===== src/rtl/fpu_pkg.sv =====
// Shared IEEE-754 single-precision constants, the result-entry type and the NaN
// classifier used by the add/sub issuer and its result FIFO.
package fpu_pkg;

    localparam int WIDTH     = 32;
    localparam int EXP_BITS  = 8;
    localparam int MANT_BITS = 23;

    localparam logic [WIDTH-1:0] CAN_NAN = 32'h7FC0_0000;

    // One result FIFO entry: the value and its precomputed NaN flag.
    typedef struct packed {
        logic             nan;
        logic [WIDTH-1:0] r;
    } result_t;

    function automatic logic is_nan(input logic [WIDTH-1:0] x);
        return (x[WIDTH-2 -: EXP_BITS] == '1) && (x[MANT_BITS-1:0] != '0);
    endfunction

endpackage


===== src/rtl/fpu_addsub_issuer_if.sv =====
// Bundles the upstream operand channel, the add_sub_main core port and the
// downstream result channel. master = issuer side, slave = surrounding system.
interface fpu_addsub_issuer_if
    import fpu_pkg::*;
#(
    parameter int W = WIDTH
);
    logic         in_valid;
    logic         in_ready;
    logic [W-1:0] in_a;
    logic [W-1:0] in_b;
    logic         in_op;

    logic [W-1:0] core_a;
    logic [W-1:0] core_b;
    logic         core_op;
    logic [W-1:0] core_r;

    logic         out_valid;
    logic         out_ready;
    logic [W-1:0] out_r;
    logic         out_nan;
    logic         nan_err;

    modport master (
        input  in_valid, in_a, in_b, in_op, core_r, out_ready,
        output in_ready, core_a, core_b, core_op, out_valid, out_r, out_nan, nan_err
    );

    modport slave (
        output in_valid, in_a, in_b, in_op, core_r, out_ready,
        input  in_ready, core_a, core_b, core_op, out_valid, out_r, out_nan, nan_err
    );

endinterface


===== src/rtl/fpu_result_fifo.sv =====
// First-word fall-through result FIFO with modulo-DEPTH pointers (any DEPTH) and an
// occupancy count; the issuer's credit logic guarantees it is never pushed when full.
module fpu_result_fifo #(
    parameter  int W     = 33,
    parameter  int DEPTH = 8,
    localparam int PTR_W = (DEPTH > 1) ? $clog2(DEPTH) : 1,
    localparam int CNT_W = $clog2(DEPTH) + 1
) (
    input  logic             clk,
    input  logic             arst_n,
    input  logic             push,
    input  logic [W-1:0]     push_data,
    input  logic             pop,
    output logic [W-1:0]     head,
    output logic             empty,
    output logic [CNT_W-1:0] count
);

    logic [W-1:0]     mem [DEPTH];
    logic [PTR_W-1:0] wr_ptr;
    logic [PTR_W-1:0] rd_ptr;
    logic             full;

    function automatic logic [PTR_W-1:0] bump(input logic [PTR_W-1:0] p);
        return (p == PTR_W'(DEPTH - 1)) ? '0 : p + 1'b1;
    endfunction

    // NOTE: storage is deliberately not reset; pointers and count alone define validity.
    always_ff @(posedge clk) begin
        if (push) begin
            mem[wr_ptr] <= push_data;
        end
    end

    always_ff @(posedge clk) begin
        if (!arst_n) begin
            wr_ptr <= '0;
            rd_ptr <= '0;
            count  <= '0;
        end else begin
            if (push) begin
                wr_ptr <= bump(wr_ptr);
            end
            if (pop) begin
                rd_ptr <= bump(rd_ptr);
            end
            case ({push, pop})
                2'b10:   count <= count + 1'b1;
                2'b01:   count <= count - 1'b1;
                default: count <= count;
            endcase
        end
    end

    assign head  = mem[rd_ptr];
    assign empty = (count == '0);
    assign full  = (count == CNT_W'(DEPTH));

    push_never_full: assert property (@(posedge clk) disable iff (!arst_n) push |-> !full);

endmodule


===== src/rtl/fpu_addsub_issuer.sv =====
// Issues operand pairs into the fixed-latency add_sub_main core, tracks them with a
// LAT-deep shift register and collects results into a credit-guarded in-order FIFO.
module fpu_addsub_issuer
    import fpu_pkg::*;
#(
    parameter int LAT   = 6,
    parameter int DEPTH = 8
) (
    input  logic                clk,
    input  logic                arst_n,
    fpu_addsub_issuer_if.master bus
);

    localparam int CNT_W = $clog2(DEPTH) + 1;
    localparam int OCC_W = CNT_W + 1;

    logic [WIDTH-1:0] core_a_q;
    logic [WIDTH-1:0] core_b_q;
    logic             core_op_q;
    logic [LAT-1:0]   sr;
    logic [LAT-1:0]   nanq;
    logic             nan_err_q;

    logic             fire;
    logic             push;
    logic             pop;
    logic             fifo_empty;
    logic [CNT_W-1:0] fifo_count;
    logic [OCC_W-1:0] occupancy;
    result_t          push_data;
    result_t          head;

    // Credit uses registered state only, so in_ready never depends on out_ready.
    // NOTE: every combinational output gets a default first so no path infers a latch.
    always_comb begin
        occupancy = '0;
        push_data = '0;
        occupancy = OCC_W'(fifo_count) + OCC_W'($countones(sr));
        push_data = '{nan: is_nan(bus.core_r), r: bus.core_r};
    end

    assign bus.in_ready = arst_n && (occupancy < OCC_W'(DEPTH));
    assign fire         = bus.in_valid && bus.in_ready;
    assign push         = sr[LAT-1];
    assign pop          = !fifo_empty && bus.out_ready;

    // NOTE: sequential state uses non-blocking assignments so every register sees pre-edge values.
    always_ff @(posedge clk) begin
        if (!arst_n) begin
            core_a_q  <= '0;
            core_b_q  <= '0;
            core_op_q <= 1'b0;
            sr        <= '0;
            nanq      <= '0;
            nan_err_q <= 1'b0;
        end else begin
            if (fire) begin
                core_a_q  <= bus.in_a;
                core_b_q  <= bus.in_b;
                core_op_q <= bus.in_op;
            end
            sr   <= (sr << 1) | LAT'(fire);
            nanq <= (nanq << 1) | LAT'(fire && (is_nan(bus.in_a) || is_nan(bus.in_b)));
            if (sr[LAT-1] && nanq[LAT-1] && (bus.core_r != CAN_NAN)) begin
                nan_err_q <= 1'b1;
            end
        end
    end

    fpu_result_fifo #(
        .W     ($bits(result_t)),
        .DEPTH (DEPTH)
    ) u_fifo (
        .clk       (clk),
        .arst_n    (arst_n),
        .push      (push),
        .push_data (push_data),
        .pop       (pop),
        .head      (head),
        .empty     (fifo_empty),
        .count     (fifo_count)
    );

    assign bus.core_a    = core_a_q;
    assign bus.core_b    = core_b_q;
    assign bus.core_op   = core_op_q;
    assign bus.out_valid = !fifo_empty;
    assign bus.out_r     = fifo_empty ? '0 : head.r;
    assign bus.out_nan   = !fifo_empty && head.nan;
    assign bus.nan_err   = nan_err_q;

endmodule


===== src/flat_wrapper.sv =====
// flat-port wrapper written by rule: the top's interface ports become plain ports
module fpu_addsub_issuer_flat import fpu_pkg::*;
#(
    parameter int LAT   = 6,
    parameter int DEPTH = 8
)
  (clk, arst_n, bus_in_valid, bus_in_a, bus_in_b, bus_in_op, bus_core_r, bus_out_ready, bus_in_ready, bus_core_a, bus_core_b, bus_core_op, bus_out_valid, bus_out_r, bus_out_nan, bus_nan_err);
  fpu_addsub_issuer_if #(.W(WIDTH)) bus_i ();
  input  logic clk;
  input  logic arst_n;
  input wire logic [$bits(bus_i.in_valid)-1:0] bus_in_valid;
  input wire logic [$bits(bus_i.in_a)-1:0] bus_in_a;
  input wire logic [$bits(bus_i.in_b)-1:0] bus_in_b;
  input wire logic [$bits(bus_i.in_op)-1:0] bus_in_op;
  input wire logic [$bits(bus_i.core_r)-1:0] bus_core_r;
  input wire logic [$bits(bus_i.out_ready)-1:0] bus_out_ready;
  output wire logic [$bits(bus_i.in_ready)-1:0] bus_in_ready;
  output wire logic [$bits(bus_i.core_a)-1:0] bus_core_a;
  output wire logic [$bits(bus_i.core_b)-1:0] bus_core_b;
  output wire logic [$bits(bus_i.core_op)-1:0] bus_core_op;
  output wire logic [$bits(bus_i.out_valid)-1:0] bus_out_valid;
  output wire logic [$bits(bus_i.out_r)-1:0] bus_out_r;
  output wire logic [$bits(bus_i.out_nan)-1:0] bus_out_nan;
  output wire logic [$bits(bus_i.nan_err)-1:0] bus_nan_err;
  assign bus_i.in_valid = bus_in_valid;
  assign bus_i.in_a = bus_in_a;
  assign bus_i.in_b = bus_in_b;
  assign bus_i.in_op = bus_in_op;
  assign bus_i.core_r = bus_core_r;
  assign bus_i.out_ready = bus_out_ready;
  assign bus_in_ready = bus_i.in_ready;
  assign bus_core_a = bus_i.core_a;
  assign bus_core_b = bus_i.core_b;
  assign bus_core_op = bus_i.core_op;
  assign bus_out_valid = bus_i.out_valid;
  assign bus_out_r = bus_i.out_r;
  assign bus_out_nan = bus_i.out_nan;
  assign bus_nan_err = bus_i.nan_err;
  fpu_addsub_issuer #(.LAT(LAT), .DEPTH(DEPTH)) u_core (.clk(clk), .arst_n(arst_n), .bus(bus_i));
endmodule

===== config.mk =====
export PLATFORM = sky130hd
export DESIGN_NAME = fpu_addsub_issuer_flat
export DESIGN_NICKNAME = d
export VERILOG_FILES = /design/src/rtl/fpu_pkg.sv /design/src/rtl/fpu_addsub_issuer_if.sv /design/src/rtl/fpu_result_fifo.sv /design/src/rtl/fpu_addsub_issuer.sv /design/src/flat_wrapper.sv
export SDC_FILE = /design/constraint.sdc
export NUM_CORES = 1
export LEC_CHECK = 0
export BUFFER_PORTS_ARGS = -buffer_cell sky130_fd_sc_hd__clkbuf_2
export CORE_MARGIN = 5
export CORE_UTILIZATION = 57
export DETAILED_ROUTE_END_ITERATION = 10
export PLACE_DENSITY = 0.77
export SYNTH_ARGS = -nofsm -noshare
export SYNTH_HDL_FRONTEND = slang
export SYNTH_SLANG_ARGS = --single-unit

===== constraint.sdc =====
create_clock -name clk -period 3.6 [get_ports clk]
set_input_delay 0.36 -clock clk [delete_from_list [all_inputs] [get_ports clk]]
set_output_delay 0.36 -clock clk [all_outputs]
set_load 0.01 [all_outputs]

After elaboration in Yosys (flattened, before gate mapping)
Memories as Yosys holds them, arrays and structs flattened. A register that Yosys moved wholly into a read port is not among the register bits.
Index checks and enable logic that the tools add are counted.
Widths: inputs -> output; s select.

operators by class
  shifts and indexed selects = 0
  equal/unequal tests = 8
  $mul = 0
  divide/modulo/power cells = 0
  $add $sub $neg = 10
  $lt $le $gt $ge = 1
  reduce and logical (&&, ||, !) cells = 17
  mux-type cells = 8
  bitwise logic cells = 2

operator list
  kind                  number
  $reduce_bool 23->1    3
  $mux 32               1
  $ne 32x31->1 const B  1
  $eq 8x8->1 const B    3
  $mux 3                4
  $or 6x1->6            2
  $add 5x5->5           2
  $logic_and 1x1->1     10
  $pmux 4 s2            1
  $add 1x1->2           3
  $add 3x1->3 const B   2
  $eq 3x3->1 const B    2
  $add 4x5->5           1
  $lt 5x4->1 const B    1
  $add 4x1->4 const B   1
  $logic_not 4->1       1
  $sub 4x1->4 const B   1
  $eq 2x1->1 const B    1
  $eq 2x2->1 const B    1
  $mux 1                2
  $reduce_bool 2->1     1
  $logic_not 1->1       1
  $logic_or 1x1->1      1

storage, ports and cells
  latch bits = 0
  output and inout port bits = 101
  bits in writable memories = 264
  word-level logic and storage cells = 56
  register bits after elaboration = 88
  memories = 1
  bits in read-only memories = 0
  input port bits = 101

memory list
  name               words  width  rd ports  clocked after Yosys merged registers in  write ports  line                   RTL
  u_core.u_fifo.mem  8      33     1         1                                        1            fpu_result_fifo.sv:19  logic [W-1:0] mem [DEPTH];

Depth between registers and ports, before layout
Gate-level depths: netlist of the first run.

  depth in word-level cells = 9
  depth in mapped cells = 13
  gate-level depth less buffers = 11

Cells and area by module
A second synthesis of the first run with hierarchy kept.

second synthesis, totals
  cells, all modules = 855
  area total of the unflattened synthesis = 13,760.7 µm²

modules (own cells, without submodules)
  module             times used  area an instance (µm²)  cells each  sequential area each (µm²)
  fpu_result_fifo    1           10,580.1                453         8,187.9
  fpu_addsub_issuer  1           3,180.6                 402         1,561.5

Least setup slack after synthesis of the first run
No wires, ideal clock.

  kind = register to register
  from = reg u_core.sr[5]
  to = mem u_core.u_fifo.mem[0][0] (enable)
  period minus slack after synthesis = 3,301 ps
  path buffers = 0
  library setup time = 464 ps
  path slack = 299 ps
  data required time = 3,136 ps
  stages on the path, launching flop included = 3
  arrival = 2,837 ps
  cell sequence = dfxtp_1 -> nand2b_1 -> nor3_1

between the ends
  word-level cells in the longest chain between the ends = 2

RTL lines
  item                          line                     RTL
  start, declared               fpu_addsub_issuer.sv:20  logic [LAT-1:0] sr;
  start signal, assigned        fpu_addsub_issuer.sv:62  sr <= (sr << 1) | LAT'(fire);
  $mux 1                        fpu_result_fifo.sv:30    if (push) begin
  $mux 1 (implied by the code)  fpu_result_fifo.sv:31    mem[wr_ptr] <= push_data;
  end, declared                 fpu_result_fifo.sv:19

No other way between the ends.

Worst setup path in the final report of the first run
  from = reg u_core.sr[5]
  to = out bus_in_ready

between the ends
  word-level cells in the longest chain between the ends = 5

RTL lines
  item                               line                     RTL
  $add 1x1->2 (implied by the code)  fpu_addsub_issuer.sv:38  occupancy = OCC_W'(fifo_count) + OCC_W'($countones(sr));
  $add 5x5->5 (implied by the code)  fpu_addsub_issuer.sv:38
  $add 4x5->5                        fpu_addsub_issuer.sv:38
  $lt 5x4->1                         fpu_addsub_issuer.sv:42  assign bus.in_ready = arst_n && (occupancy < OCC_W'(DEPTH));
  $logic_and 1x1->1                  fpu_addsub_issuer.sv:42
  end, declared                      flat_wrapper.sv:17       output wire logic [$bits(bus_i.in_ready)-1:0] bus_in_ready;

No other way between the ends.

==> summary.txt, run 1 <==
GRT
  • Aggregate global-route resource usage: 0.222
  • Wire length of the first global-routing pass: 46100 um
  • Via count of the first global-routing pass: 8368
  • Number of antenna violations at the first check in global routing: 0
  • Grt total ovfl: 0
  • Largest net degree at the start of global routing: 67

CTS
  • Clock insertion delay at the later pin of the skew report: around 0.52 ns
  • CTS sink count: 355
  • Gates resized, CTS repair: 0
  • TritonCTS clock tree: yes
  • Maximum number of buffers from clock root to sink: 3
  • Master cell of the clock root buffer: sky130_fd_sc_hd__clkbuf_16
  • CTS Buf Count: 37
  • Number of H-tree branching levels: 2
  • Clk slew on worst S/H paths: 0.06 ns
  • Number of hold buffers added after CTS: 0
  • Post-CTS Setup Bufs: 0

Route
  • Count of vias placed by the detailed router: 8061
  • Wirelength, routed: about 30000 um
  • Post-DR vias/cell: approximately 5.7
  • Number of nets with antenna violations after detailed routing: 0
  • Met1 wire length: 12000 um
  • Highest metal layer with signal wires: met4
  • Drt wl/cell: 20.9 um
  • Met3 wire length: 2310 um
  • Met2 wire len: 14600 um
  • Detailed-router iteration count before antenna repair: 5
  • Number of design-rule violations left by the first detailed-router iteration: 516
  • Count of unresolved DRC violations after routing: 0

Timing
  • Final total negative setup slack: 0 ns
  • Worst slack on hold paths: 0.0647 ns
  • Post-layout minimum cycle time: 3.20 ns
  • Max Slew Vio Count: 0
  • Hold violation total from the final report: 0
  • # setup viols final: 0
  • Worst-margin pin slew: 1.01 ns
  • RSZ-0062 raised after global routing: no
  • Worst-case clock skew: 0.0127 ns
  • Maximum frequency from static timing analysis: 312 MHz
  • Final worst-path cycle share: 0.889
  • Worst relative slew slack: 0.327

Hold path
  • Path type of the worst min-delay path: in -> reg
  • Number of stages on the worst hold path: 3

Power
  • Leakage: 5.73 nW
  • Cell area power density: 523 nW/um2
  • Maximum ir drop on the vdd rail: 0.378 mV

Yosys
  • Biggest area consumer among synthesized cells: sky130_fd_sc_hd__edfxtp_1
  • Number of standard cells after synthesis: approximately 860
  • Number of storage elements in the synthesis netlist: around 360
  • Post-synthesis instance area: between 10000 and 15000 um2
  • Post-synth top area share: 0.581
  • Sequential fraction of the synthesis area: 0.715
  • Number of unique standard cell types used by synthesis: 34
  • Mean Syn Cell Area: roughly 16 um2
  • Ys Warns: 0
  • Synth area leaders: sky130_fd_sc_hd__edfxtp_1 (58%), sky130_fd_sc_hd__dfxtp_1 (13%), sky130_fd_sc_hd__mux4_2 (11%)
  • Mapped Nets: 975

Setup path
  • Kind of start point of the critical path: register
  • Setup slack on the worst flop-to-flop path: 0.56 ns
  • Crit. End Element: output port
  • Data arrival time at the worst-slack endpoint: between 2 and 3 ns
  • Count of buffer and inverter cells on the critical path: 3
  • Required time of the worst setup path: 3.24 ns
  • Number of cells on the critical path: 9
  • Crit Path Max Fanout: 7
  • Number of cells on the worst reg-to-reg path: 12
  • Crit path largest cell delay: 0.54 ns
  • Top cell family by delay on the critical path: adder cells
  • CP max stage cell: sky130_fd_sc_hd__fa_1
  • Setup Crit Path Kind: reg -> out
  • Series of cell instances along the critical path: ha_1 -> fa_1 -> inv_1 -> fa_1 -> inv_1 -> ha_1 -> nand4bb_1 -> and2_1 -> clkbuf_2

Die
  • Effective utilization at floorplan: 0.579
  • Rows: 56
  • Core ar.: 23500 um2
  • Area enclosed by the die boundary: 27100 um2
  • Die height: 165 um
  • IO Count: 202
  • Chip Width: 165 um

Outcome
  • Status: completed

Finish
  • Fill cell instance count of the final layout: 1578
  • Commonest non-fill, non-tap cell in the layout: sky130_fd_sc_hd__edfxtp_1
  • Final #Nets: between 1000 and 1500
  • Highest-count cells in the layout ignoring fill and taps: sky130_fd_sc_hd__edfxtp_1 (264), sky130_fd_sc_hd__clkbuf_2 (201), sky130_fd_sc_hd__nand2_1 (136)
  • Fraction of final layout cells with drive strength greater than 1: 0.326
  • Area growth from synthesis to final layout: 19.0%
  • Antenna Diode Count: 0

Run
  • Number of max-cap violations: 0

Placed design
  • Routability Congestion: 0.859
  • Port Buffers: around 200
  • Post-DP HPWL: 18300 um
[power by group]
part           switching, mW  internal, mW
clock                   1.49          2.25
sequential            0.0240          4.43
combinational          0.193         0.117
[cells in the mapped netlist]
library cell and instances:
sky130_fd_sc_hd__nand4bb_1 1, sky130_fd_sc_hd__or3_1 1, sky130_fd_sc_hd__clkbuf_1 17, sky130_fd_sc_hd__mux2i_1 36, sky130_fd_sc_hd__and2_1 11, sky130_fd_sc_hd__fa_1 4
sky130_fd_sc_hd__buf_2 15, sky130_fd_sc_hd__a21oi_1 75, sky130_fd_sc_hd__mux4_2 66, sky130_fd_sc_hd__and3_1 1, sky130_fd_sc_hd__inv_1 11, sky130_fd_sc_hd__nand2b_1 3
sky130_fd_sc_hd__a21boi_1 1, sky130_fd_sc_hd__nand3_2 1, sky130_fd_sc_hd__ha_1 13, sky130_fd_sc_hd__dfxtp_1 91, sky130_fd_sc_hd__o31ai_1 1, sky130_fd_sc_hd__nor2_1 54
sky130_fd_sc_hd__nor4_4 1, sky130_fd_sc_hd__o21ai_0 2, sky130_fd_sc_hd__inv_2 3, sky130_fd_sc_hd__buf_4 6, sky130_fd_sc_hd__edfxtp_1 264, sky130_fd_sc_hd__nor3_1 5
sky130_fd_sc_hd__nor4b_2 1, sky130_fd_sc_hd__buf_6 6, sky130_fd_sc_hd__nand3_1 1, sky130_fd_sc_hd__nor4_1 15, sky130_fd_sc_hd__a311oi_1 1, sky130_fd_sc_hd__xor2_1 2
sky130_fd_sc_hd__nand4_1 9, sky130_fd_sc_hd__nand2_2 1, sky130_fd_sc_hd__nand2_1 136, sky130_fd_sc_hd__or4_1 2
[kinds of logic after synthesis]
kind of cell             Yosys count  share of synthesized area
flip-flops                       355                      0.715
AND/OR/NAND/NOR                  243                     0.0786
multiplexers                     102                      0.135
AO/OA/AOI/OAI                     80                     0.0300
buffers and inverters             58                     0.0223
adder cells (fa/ha/maj)           17                     0.0178
XOR/XNOR                           2                    0.00128
[sequential cells by signal, indices dropped and copies added, names as in the netlist, named ones only]
| register | cells |
|---|---|
| u_core.u_fifo.wr_ptr | 3 |
| u_core.u_fifo.mem | 264 |
| u_core.sr | 6 |
| u_core.u_fifo.rd_ptr | 3 |
| u_core.u_fifo.count | 4 |
| u_core.bus.core_a | 32 |
| u_core.nanq | 6 |
| u_core.bus.nan_err | 1 |
| u_core.bus.core_b | 32 |
| u_core.bus.core_op | 1 |
[path summary, 6_finish.rpt]
path / from / endpoint
setup / recovery: u_core.sr[5] / bus_in_ready
hold / removal: bus_in_a[31] / u_core.bus.core_a[31]
setup reg to reg: u_core.sr[5] / u_core.bus.core_a[3]
hold reg to reg: u_core.nanq[4] / u_core.nanq[5]
[stage by stage]
step / util / cells / total power [mW] / area, um2 / setup slack, ns
finish: 0.690 / 1418 / 8.49 / 16200 / 0.400
floorplan: - / 857 / 4.67 / 13600 / 0.299
global placement: 0.639 / 1353 / 4.84 / 15000 / 0.650
CTS: 0.690 / 1418 / 8.56 / 16200 / 0.343
detailed placement: 0.639 / 1353 / 4.85 / 15000 / 0.554
global route: 0.690 / 1418 / 8.78 / 16200 / 0.233
[worst reg2reg max path, stage by stage, from the launching register on]
cell                        delay (ns)
sky130_fd_sc_hd__dfxtp_1          0.38
sky130_fd_sc_hd__ha_1             0.25
sky130_fd_sc_hd__fa_1             0.54
sky130_fd_sc_hd__inv_1            0.06
sky130_fd_sc_hd__fa_1             0.40
sky130_fd_sc_hd__inv_1            0.06
sky130_fd_sc_hd__ha_1             0.22
sky130_fd_sc_hd__nand4bb_1        0.13
sky130_fd_sc_hd__nand3_2          0.10
sky130_fd_sc_hd__inv_2            0.33
sky130_fd_sc_hd__buf_12           0.27
sky130_fd_sc_hd__nand2_1          0.10
sky130_fd_sc_hd__a21oi_1          0.12
[layout make-up]
type | instances | area (um2) | area share
Inverter | 14 | 52.6 | 0.00324
Multi-Input combinational cell | 444 | 3640 | 0.224
Clock inverter | 14 | 154 | 0.00948
Sequential cell | 355 | 9760 | 0.601
Timing Repair Buffer | 221 | 1190 | 0.0735
Clock buffer | 51 | 1040 | 0.0642
Tap cell | 319 | 399 | 0.0246
[per-layer routing]
layer  track usage  up-vias
met5             0        -
met4        0.0605        0
met3        0.0549       59
met2         0.367      348
met1         0.297     3986
li1              -     3668
(Power assumes the default switching activity.)
==> run 2, diff against run 1 <==
==> constraint.sdc (replaced) <==
create_clock -name clk -period 3.6 [get_ports clk]
set_input_delay 0.18 -clock clk [delete_from_list [all_inputs] [get_ports clk]]
set_output_delay 0.18 -clock clk [all_outputs]
set_load 0.01 [all_outputs]
==> summary.txt, run 2 (same netlist as run 1, synthesis figures left out) <==
GRT
  • Largest net degree at the start of global routing: 67 (unchanged)
  • Via count of the first global-routing pass: 8951 (+7.0%)
  • Grt total ovfl: 0 (unchanged)
  • Number of antenna violations at the first check in global routing: 0 (unchanged)
  • Wire length of the first global-routing pass: 49700 um (+7.8%)
  • Aggregate global-route resource usage: 0.239 (+0.0176)

Outcome
  • Status: completed

Power
  • Leakage: 6.05 nW (+5.6%)
  • Cell area power density: 489 nW/um2 (-6.4%)
  • Maximum ir drop on the vdd rail: 0.467 mV (+23%)

Die
  • Effective utilization at floorplan: 0.579 (unchanged)
  • IO Count: 202 (unchanged)
  • Chip Width: 165 um (unchanged)
  • Die height: 165 um (unchanged)
  • Rows: 56 (unchanged)
  • Core ar.: 23500 um2 (unchanged)
  • Area enclosed by the die boundary: 27100 um2 (unchanged)

Route
  • Wirelength, routed: 31900 um (+7.6%)
  • Drt wl/cell: 21.2 um (+1.5%)
  • Detailed-router iteration count before antenna repair: 5 (unchanged)
  • Number of nets with antenna violations after detailed routing: 0 (unchanged)
  • Count of vias placed by the detailed router: 8629 (+7.0%)
  • Count of unresolved DRC violations after routing: 0 (unchanged)
  • Post-DR vias/cell: 5.74 (+0.99%)
  • Number of design-rule violations left by the first detailed-router iteration: 626 (+21%)

Setup path
  • Data arrival time at the worst-slack endpoint: 3.55 ns (+0.71 ns)
  • Required time of the worst setup path: 4.02 ns (+0.78 ns)
  • CP max stage cell: sky130_fd_sc_hd__fa_1
  • Crit. End Element: register
  • Kind of start point of the critical path: register
  • Setup slack on the worst flop-to-flop path: 0.47 ns (-0.09 ns)
  • Crit path largest cell delay: 0.54 ns (about the same)
  • Setup Crit Path Kind: reg -> reg
  • Crit Path Max Fanout: 45 (+38)
  • Top cell family by delay on the critical path: adder cells
  • Series of cell instances along the critical path: ha_1 -> fa_1 -> inv_1 -> fa_1 -> inv_1 -> ha_1 -> nand4bb_1 -> nand3_2 -> inv_2 -> buf_12 -> nand2_1 -> a21oi_1
  • Count of buffer and inverter cells on the critical path: 4 (+1)

Timing
  • Worst-case setup margin in the final layout: 0.469 ns (+0.0688 ns)
  • Maximum frequency from static timing analysis: 319 MHz (+2.2%)
  • Final worst-path cycle share: 0.870 (-0.0191)
  • Worst-case clock skew: 0.0155 ns (+0.00279 ns)
  • Hold violation total from the final report: 0 (unchanged)
  • # setup viols final: 0 (unchanged)
  • Worst relative slew slack: 0.372 (+0.0448)
  • Max Slew Vio Count: 0 (unchanged)
  • Final total negative setup slack: 0 ns (unchanged)
  • Post-layout minimum cycle time: 3.13 ns (-0.0688 ns)
  • RSZ-0062 raised after global routing: no
  • Worst-margin pin slew: 0.940 ns (-0.0680 ns)

CTS
  • Maximum number of buffers from clock root to sink: 3 (unchanged)
  • CTS sink count: 355 (unchanged)
  • Master cell of the clock root buffer: sky130_fd_sc_hd__clkbuf_16
  • Clk slew on worst S/H paths: 0.06 ns (about the same)
  • Number of H-tree branching levels: 2 (unchanged)
  • Post-CTS Setup Bufs: 0 (unchanged)
  • TritonCTS clock tree: yes
  • CTS Buf Count: 35 (-5.4%)
  • Clock insertion delay at the later pin of the skew report: 0.50 ns (-0.02 ns)

Placed design
  • Routability Congestion: 0.859 (about the same)
  • Port Buffers: 201 (unchanged)
  • Worst slack at placement: 0.589 ns (+0.0355 ns)
  • Post-DP HPWL: 18100 um (-1.2%)

Finish
  • Highest-count cells in the layout ignoring fill and taps: sky130_fd_sc_hd__edfxtp_1 (264), sky130_fd_sc_hd__clkbuf_2 (202), sky130_fd_sc_hd__nand2_1 (136)
  • Antenna Diode Count: 0 (unchanged)
  • Commonest non-fill, non-tap cell in the layout: sky130_fd_sc_hd__edfxtp_1
  • Register name with the most flops: u_core.u_fifo.mem
  • Final #Nets: 1278 (+7.3%)
  • Area growth from synthesis to final layout: 24.9%
  • Max FFs per register: 264 (unchanged)
  • Fill cell instance count of the final layout: 1428 (-9.5%)
  • Fraction of final layout cells with drive strength greater than 1: 0.299 (-0.0268)

Hold path
  • Path type of the worst min-delay path: in -> reg

Run
  • Number of max-cap violations: 0 (unchanged)
[run 2: changes by cell type in the layout (fill, tap and decap cells not counted), moves of 3 or more]
cell                            before  now
sky130_fd_sc_hd__buf_4              17   14
sky130_fd_sc_hd__clkbuf_1           11    5
sky130_fd_sc_hd__clkinv_1            2    5
sky130_fd_sc_hd__clkinv_2            6    9
sky130_fd_sc_hd__dlygate4sd3_1       0   92
[run 2: where the power goes]
| group | total, mW | internal (mW) | switching, mW |
|---|---|---|---|
| sequential | 4.45 | 4.43 | 0.0270 |
| clock | 3.48 | 2.01 | 1.47 |
| combinational | 0.407 | 0.182 | 0.225 |
[run 2: per-stage QoR]
step,hold slack (ns),util,instances,total power [mW],cell area [um2]
floorplan,0.279,-,857,4.67,13600
global route,0.00544,0.723,1503,8.61,17000
global placement,0.401,0.638,1350,4.84,15000
CTS,0.00137,0.723,1503,8.36,17000
finish,0.00804,0.723,1503,8.33,17000
detailed placement,0.412,0.638,1350,4.85,15000
[run 2: worst register-to-register path, stage by stage (launching register included)]
cell                        delay, ns
sky130_fd_sc_hd__dfxtp_1         0.38
sky130_fd_sc_hd__ha_1            0.25
sky130_fd_sc_hd__fa_1            0.54
sky130_fd_sc_hd__inv_1           0.06
sky130_fd_sc_hd__fa_1            0.41
sky130_fd_sc_hd__inv_1           0.06
sky130_fd_sc_hd__ha_1            0.21
sky130_fd_sc_hd__nand4bb_1       0.13
sky130_fd_sc_hd__nand3_2         0.12
sky130_fd_sc_hd__inv_2           0.31
sky130_fd_sc_hd__buf_12          0.27
sky130_fd_sc_hd__nand2_1         0.11
sky130_fd_sc_hd__a21oi_1         0.20
[run 2: final timing paths]
check	start	endpoint	cells after the start
max	u_core.sr[5]	u_core.bus.core_a[14]	12
max reg2reg	u_core.sr[5]	u_core.bus.core_a[14]	12
min reg2reg	u_core.nanq[4]	u_core.nanq[5]	1
min	bus_core_r[25]	u_core.u_fifo.mem[5][25]	1
[run 2: cell type report]
class | count | area, um2 | share of cell area
clock inverters | 16 | 101 | 0.00595
well taps | 319 | 399 | 0.0234
inverters | 14 | 52.6 | 0.00309
repair buffers | 310 | 2090 | 0.123
multi-input cells | 444 | 3640 | 0.214
clock buffers | 45 | 988 | 0.0580
flip-flops and latches | 355 | 9760 | 0.573
[run 2: what timing repair did]
item	CTS	global route
hold buffers	92	0
hold endpoints to repair	274	0
resized for setup	0	0
[run 2: layer usage]
| metal | GRT usage | routed length (um) | vias up |
|---|---|---|---|
| li1 | - | - | 3835 |
| met1 | 0.313 | 12400 | 4217 |
| met2 | 0.393 | 15300 | 484 |
| met3 | 0.0689 | 3130 | 93 |
| met4 | 0.0749 | 1020 | 0 |
| met5 | 0 | 0 | - |
